### src/rtl/i2c_master.sv
// i2c_master: single-master I2C register transaction controller with open-drain SDA
module i2c_master #(
  parameter int CLK_DIV = 25
) (
  input  logic       CLK,
  input  logic       Reset,
  input  logic       start,
  input  logic [6:0] dev_id,
  input  logic       rw,
  input  logic [7:0] reg_addr,
  input  logic [7:0] wdata,
  input  logic       iSDA,
  output logic       SCL,
  output logic       oSDA,
  output logic       busy,
  output logic       done,
  output logic       ack_err,
  output logic [7:0] rdata
);
  localparam int DW = $clog2(CLK_DIV);
  typedef enum logic [2:0] {IDLE, START, TXBYTE, RXACK, RSTART, RXBYTE, TXNACK, STOP} state_t;
  state_t state, nxt;
  logic [DW-1:0] div;
  logic [1:0] q, bi;
  logic [2:0] bitc;
  logic [6:0] dev_l;
  logic rw_l, nack, tick, bit_end, sample, accept, bi_inc;
  logic [7:0] reg_l, wdata_l, rx_sr, cur_byte;
  assign tick = div == DW'(CLK_DIV - 1);
  assign bit_end = tick && q == 2'd3;
  assign sample = tick && q == 2'd2 && (state == RXACK || state == RXBYTE);
  // a start held through the last STOP cycle chains straight into the next START
  assign accept = start && (state == IDLE || (state == STOP && bit_end));
  assign cur_byte = bi == 2'd0 ? {dev_l, 1'b0} : bi == 2'd1 ? reg_l : rw_l ? {dev_l, 1'b1} : wdata_l;
  assign bi_inc = state == RXACK && bit_end && (nxt == TXBYTE || nxt == RSTART);
  assign busy = state != IDLE;
  // state register plus quarter/bit/byte counters and transaction data
  always_ff @(posedge CLK) begin
    if (Reset) begin
      state <= IDLE;
      div <= '0;
      q <= '0;
      bitc <= '0;
      bi <= '0;
      done <= 1'b0;
      ack_err <= 1'b0;
      rdata <= '0;
      nack <= 1'b0;
      rx_sr <= '0;
      dev_l <= '0;
      rw_l <= 1'b0;
      reg_l <= '0;
      wdata_l <= '0;
    end else begin
      state <= nxt;
      div <= (accept || state == IDLE || tick) ? '0 : div + 1'b1;
      q <= (accept || state == IDLE) ? '0 : q + {1'b0, tick};
      bitc <= accept ? '0 : bitc + {2'b0, bit_end && (state == TXBYTE || state == RXBYTE)};
      bi <= accept ? '0 : bi + {1'b0, bi_inc};
      done <= state == STOP && bit_end;
      if (accept) begin
        dev_l <= dev_id;
        rw_l <= rw;
        reg_l <= reg_addr;
        wdata_l <= wdata;
        ack_err <= 1'b0;
      end else if (sample && state == RXACK && iSDA)
        ack_err <= 1'b1;
      if (sample) begin
        nack <= iSDA;
        rx_sr <= {rx_sr[6:0], iSDA};
      end
      if (state == STOP && bit_end && rw_l && !ack_err)
        rdata <= rx_sr;
    end
  end
  // next state, advanced at the end of each bit period
  always_comb begin
    nxt = state;
    if (accept)
      nxt = START;
    else if (bit_end)
      case (state)
        START, RSTART: nxt = TXBYTE;
        TXBYTE: nxt = bitc == 3'd7 ? RXACK : TXBYTE;
        RXACK: nxt = (nack || (bi == 2'd2 && !rw_l)) ? STOP : bi == 2'd2 ? RXBYTE : (bi == 2'd1 && rw_l) ? RSTART : TXBYTE;
        RXBYTE: nxt = bitc == 3'd7 ? TXNACK : RXBYTE;
        TXNACK: nxt = STOP;
        STOP: nxt = IDLE;
        default: nxt = state;
      endcase
  end
  // bus waveforms per state and quarter; data bits keep SCL high in Q1-Q2
  always_comb begin
    SCL = state == IDLE || (state == START ? q != 2'd3 : state == STOP ? q != 2'd0 : q[0] ^ q[1]);
    oSDA = (state == START || state == RSTART) ? ~q[1] : state == STOP ? q[1] : state == TXBYTE ? cur_byte[~bitc] : 1'b1;
  end
endmodule

### config.mk
export PLATFORM = sky130hd
export DESIGN_NAME = i2c_master
export DESIGN_NICKNAME = d
export VERILOG_FILES = /design/src/rtl/i2c_master.sv
export SDC_FILE = /design/constraint.sdc
export NUM_CORES = 1
export LEC_CHECK = 0
export CORE_UTILIZATION = 50
export CTS_BUF_LIST = sky130_fd_sc_hd__clkbuf_8
export DETAILED_ROUTE_END_ITERATION = 6
export GPL_ROUTABILITY_DRIVEN = 0
export GPL_TIMING_DRIVEN = 0
export PLACE_DENSITY = 0.77
export SLEW_MARGIN = 20
export SYNTH_ARGS = -nofsm -noshare
export SYNTH_HDL_FRONTEND = slang
export SYNTH_SLANG_ARGS = --single-unit
### constraint.sdc
create_clock -name CLK -period 2.91 [get_ports CLK]
set_input_delay 0.291 -clock CLK [delete_from_list [all_inputs] [get_ports CLK]]
set_output_delay 0.291 -clock CLK [all_outputs]
set_load 0.05 [all_outputs]
==> results.cfg <==
[outcome]
status = finished, final reports clean

[floorplanning]
start_util_pct = 52.0
core-area_sq_um = 5110
dieHeight_microns = 74.9
fp.dieW_microns = 74.9
placementRows = 26
dieArea_sq_um = 5600
ioPinCount = 41

[sta]
hold_viol = 0
setup_tns_ps = 0
worst_pin_slew_ps = 500
max_freq_ghz = 0.365
fin_crit_ps = 2740
relSlewSlack_pct = 66.6
skew_ps = 10.2
rsz0062_at_grt = false
hold_ws_ps = 333
setup_viol = 0
setup_ws_ps = 172
min_period_over_period_pct = 94.1
drv_slew = 0

[detailed_routing]
routed_via_density = 5.13
drt_iter0_drc = 99
dr_wl_met3_microns = 171
top_layer = met4
wl_met2_microns = 2540
drt-met1-wl_microns = 2680
vias = 2104
ant_nets = 0
wl_per_cell_microns = 13.3
drcViolationCount = 0
finalWirelength_microns = 5460
drtPass1Iterations = 4

[worst_setup_path]
crit_fanout = 8
rr_worst_depth = 8
cp_cell_sequence = clkbuf_1 > nand2b_1 > clkbuf_1 > o22a_1 > a31oi_1 > a31oi_1 > a31oi_1 > clkdlybuf4s15_1
start_kind = flop
max_stage_delay_ps = 530
crit_required_ps = 2620
worst_ep_arrival_time_ps = 2450
crit_top_cell = a31oi_1
criticalPathCategory = flop to primary output
worstSetupEndpointType = primary output
slowest_stage = clkdlybuf4s15_1

[power]
powerDensity_nw_per_um2 = 538
p_leak_nw = 1.35
total_power_mw = 1.81
ir_worst_vdd_v = 0.000458

[final_layout]
final_cells = 410
syn2layout_area_growth_pct = 26.7
diodes = 0
finalNetCount = 372
drive_gt1_share_pct = 8.82
final-seq-area_sq_um = 1140
multi_input_area_sq_um = 1370
postLayoutCellArea_sq_um = 3360
final_util_pct = 65.8
fillers = 422

[cts]
cts_buffers = 9
clock_latency_ps = 340
cts-hold-fix-buffers = 0
clkTransAtPathRegs_ps = 70
cts_resized = 1
cts.sinks = 57
cts_buffer_depth = 2
cts_tree = yes
cts_max_level = 3
postCtsSetupBuffers = 0
clockRootBuffer = clkbuf_8

[synth]
yosys-top-cells-area = dfxtp_1 (43%), mux2i_1 (16%), nor2_1 (8.1%), ha_1 (4.2%), buf_6 (1.7%)
synth_top_family_by_area = simple AND/OR/NAND/NOR gates
synth_nets = 322
synthXorXnorAreaFrac_pct = 2.64
yosys_warnings = 0
post_synth_fa_ha_maj_area_fraction_pct = 4.24
synth-edff-count = 0
synth-compound-area-share_pct = 9.01
ys.flop_type = dfxtp_1
syn_inst = 285
synth_cell_types = 47
yosys-top-cells-count = dfxtp_1 (57), nor2_1 (57), mux2i_1 (42), nand2_1 (11), clkbuf_1 (10)
synth_seq_area_share_pct = 43.0
postSynthAreaPerCell_sq_um = 9.31
ys_ff_latch = 57
synth_largest_area_cell = dfxtp_1
synthArstFlopShare_pct = 0
synth_mux_area_share_pct = 16.3
synthSimpleGateAreaFrac_pct = 19.3
yosysTopAreaCellShare_pct = 43.0
synth_area_sq_um = 2650

[global_routing]
groute.usage.overall_pct = 21.5
grt_max_degree = 11
grt_overflow = 0
grt_antenna_before_repair = 0
first_global_vias = 1923
grt_pass1_wl_microns = 8940

[place]
dpl_cell_area_sq_um = 3130
portBuffers = 39
dp_slack_ps = 236
dp_hpwl_microns = 3820
dp.cells = 394

[hold_path]
worstHoldPathType = primary input to flop
hold_depth = 2

[job]
cap_violations = 0
==> worst max-delay path: cells and delay by family (launching register included) <==
| kind | cells | cell delay [ps] |
|---|---|---|
| flops | 1 | 340 |
| buf+inv | 3 | 1030 |
| simple gates | 1 | 90 |
| compound gates | 4 | 650 |
==> state kept, by name, indices dropped and copies added (netlist names) <==
register	cells
bi	2
div	5
q	2
rx_sr	8
wdata_l	8
rw_l	1
ack_err	1
rdata	8
state	3
bitc	3
dev_l	7
reg_l	8
done	1
==> path summary, 6_finish.rpt <==
check	slack (ps)	start	end
worst max-delay path	170	bi[0]	oSDA
worst min-delay path	330	Reset	rdata[0]
worst max register to register	770	state[2]	bi[0]
worst min register to register	470	div[0]	div[0]
==> cell usage in the layout (no fill, tap or decap), types with 2 or more instances in the layout <==
master           netlist  final
ha_1                   9      9
a21o_1                 3      3
dfxtp_1               57     57
mux2i_1               42     42
nand3_1                8      8
clkinvlp_4             0      2
o21ai_0                7      7
a31oi_1                5      5
nor2_1                57     57
and3_1                 2      2
nor2b_1                5      5
xor2_1                 4      4
clkdlybuf4s50_1        0     38
and2_1                 3      3
clkbuf_8               0     11
xnor2_1                4      4
a21oi_1                5      5
nand2b_1               3      3
inv_1                  9     10
a311o_1                2      2
bufinv_16              0      2
a22oi_1                2      2
nand3b_1               3      3
buf_4                  2      2
buf_6                  4      4
nand2_1               11     11
nor3_1                 2      2
clkbuf_1              10     10
nand4b_1               2      2
buf_2                  3      3
==> layer usage <==
layer | global-route usage [%] | up-vias
li1 | - | 1077
met1 | 29.3 | 979
met2 | 32.7 | 41
met3 | 6.02 | 7
met4 | 7.55 | 0
met5 | 0 | -
==> cell type report <==
type | instances | area share (%)
multi-input combinational | 200 | 40.6
sequential | 57 | 33.9
timing repair buffer | 39 | 11.6
inverter | 9 | 1.00
tap | 70 | 2.61
clock buffer | 11 | 4.50
clock inverter | 5 | 2.34
buffer | 19 | 3.35
==> cell families after synthesis <==
group           after synthesis
buf+inv                      28
mux                          43
flops                        57
simple gates                106
fa+ha+maj                     9
xor+xnor                      8
compound gates               34
==> power breakdown <==
part | internal [mW] | total (mW) | switching (mW)
registers | 0.805 | 0.818 | 0.0132
clock network | 0.525 | 0.843 | 0.318
logic | 0.0789 | 0.147 | 0.0682
total | 1.41 | 1.81 | 0.399
(Power assumes the default switching activity.)
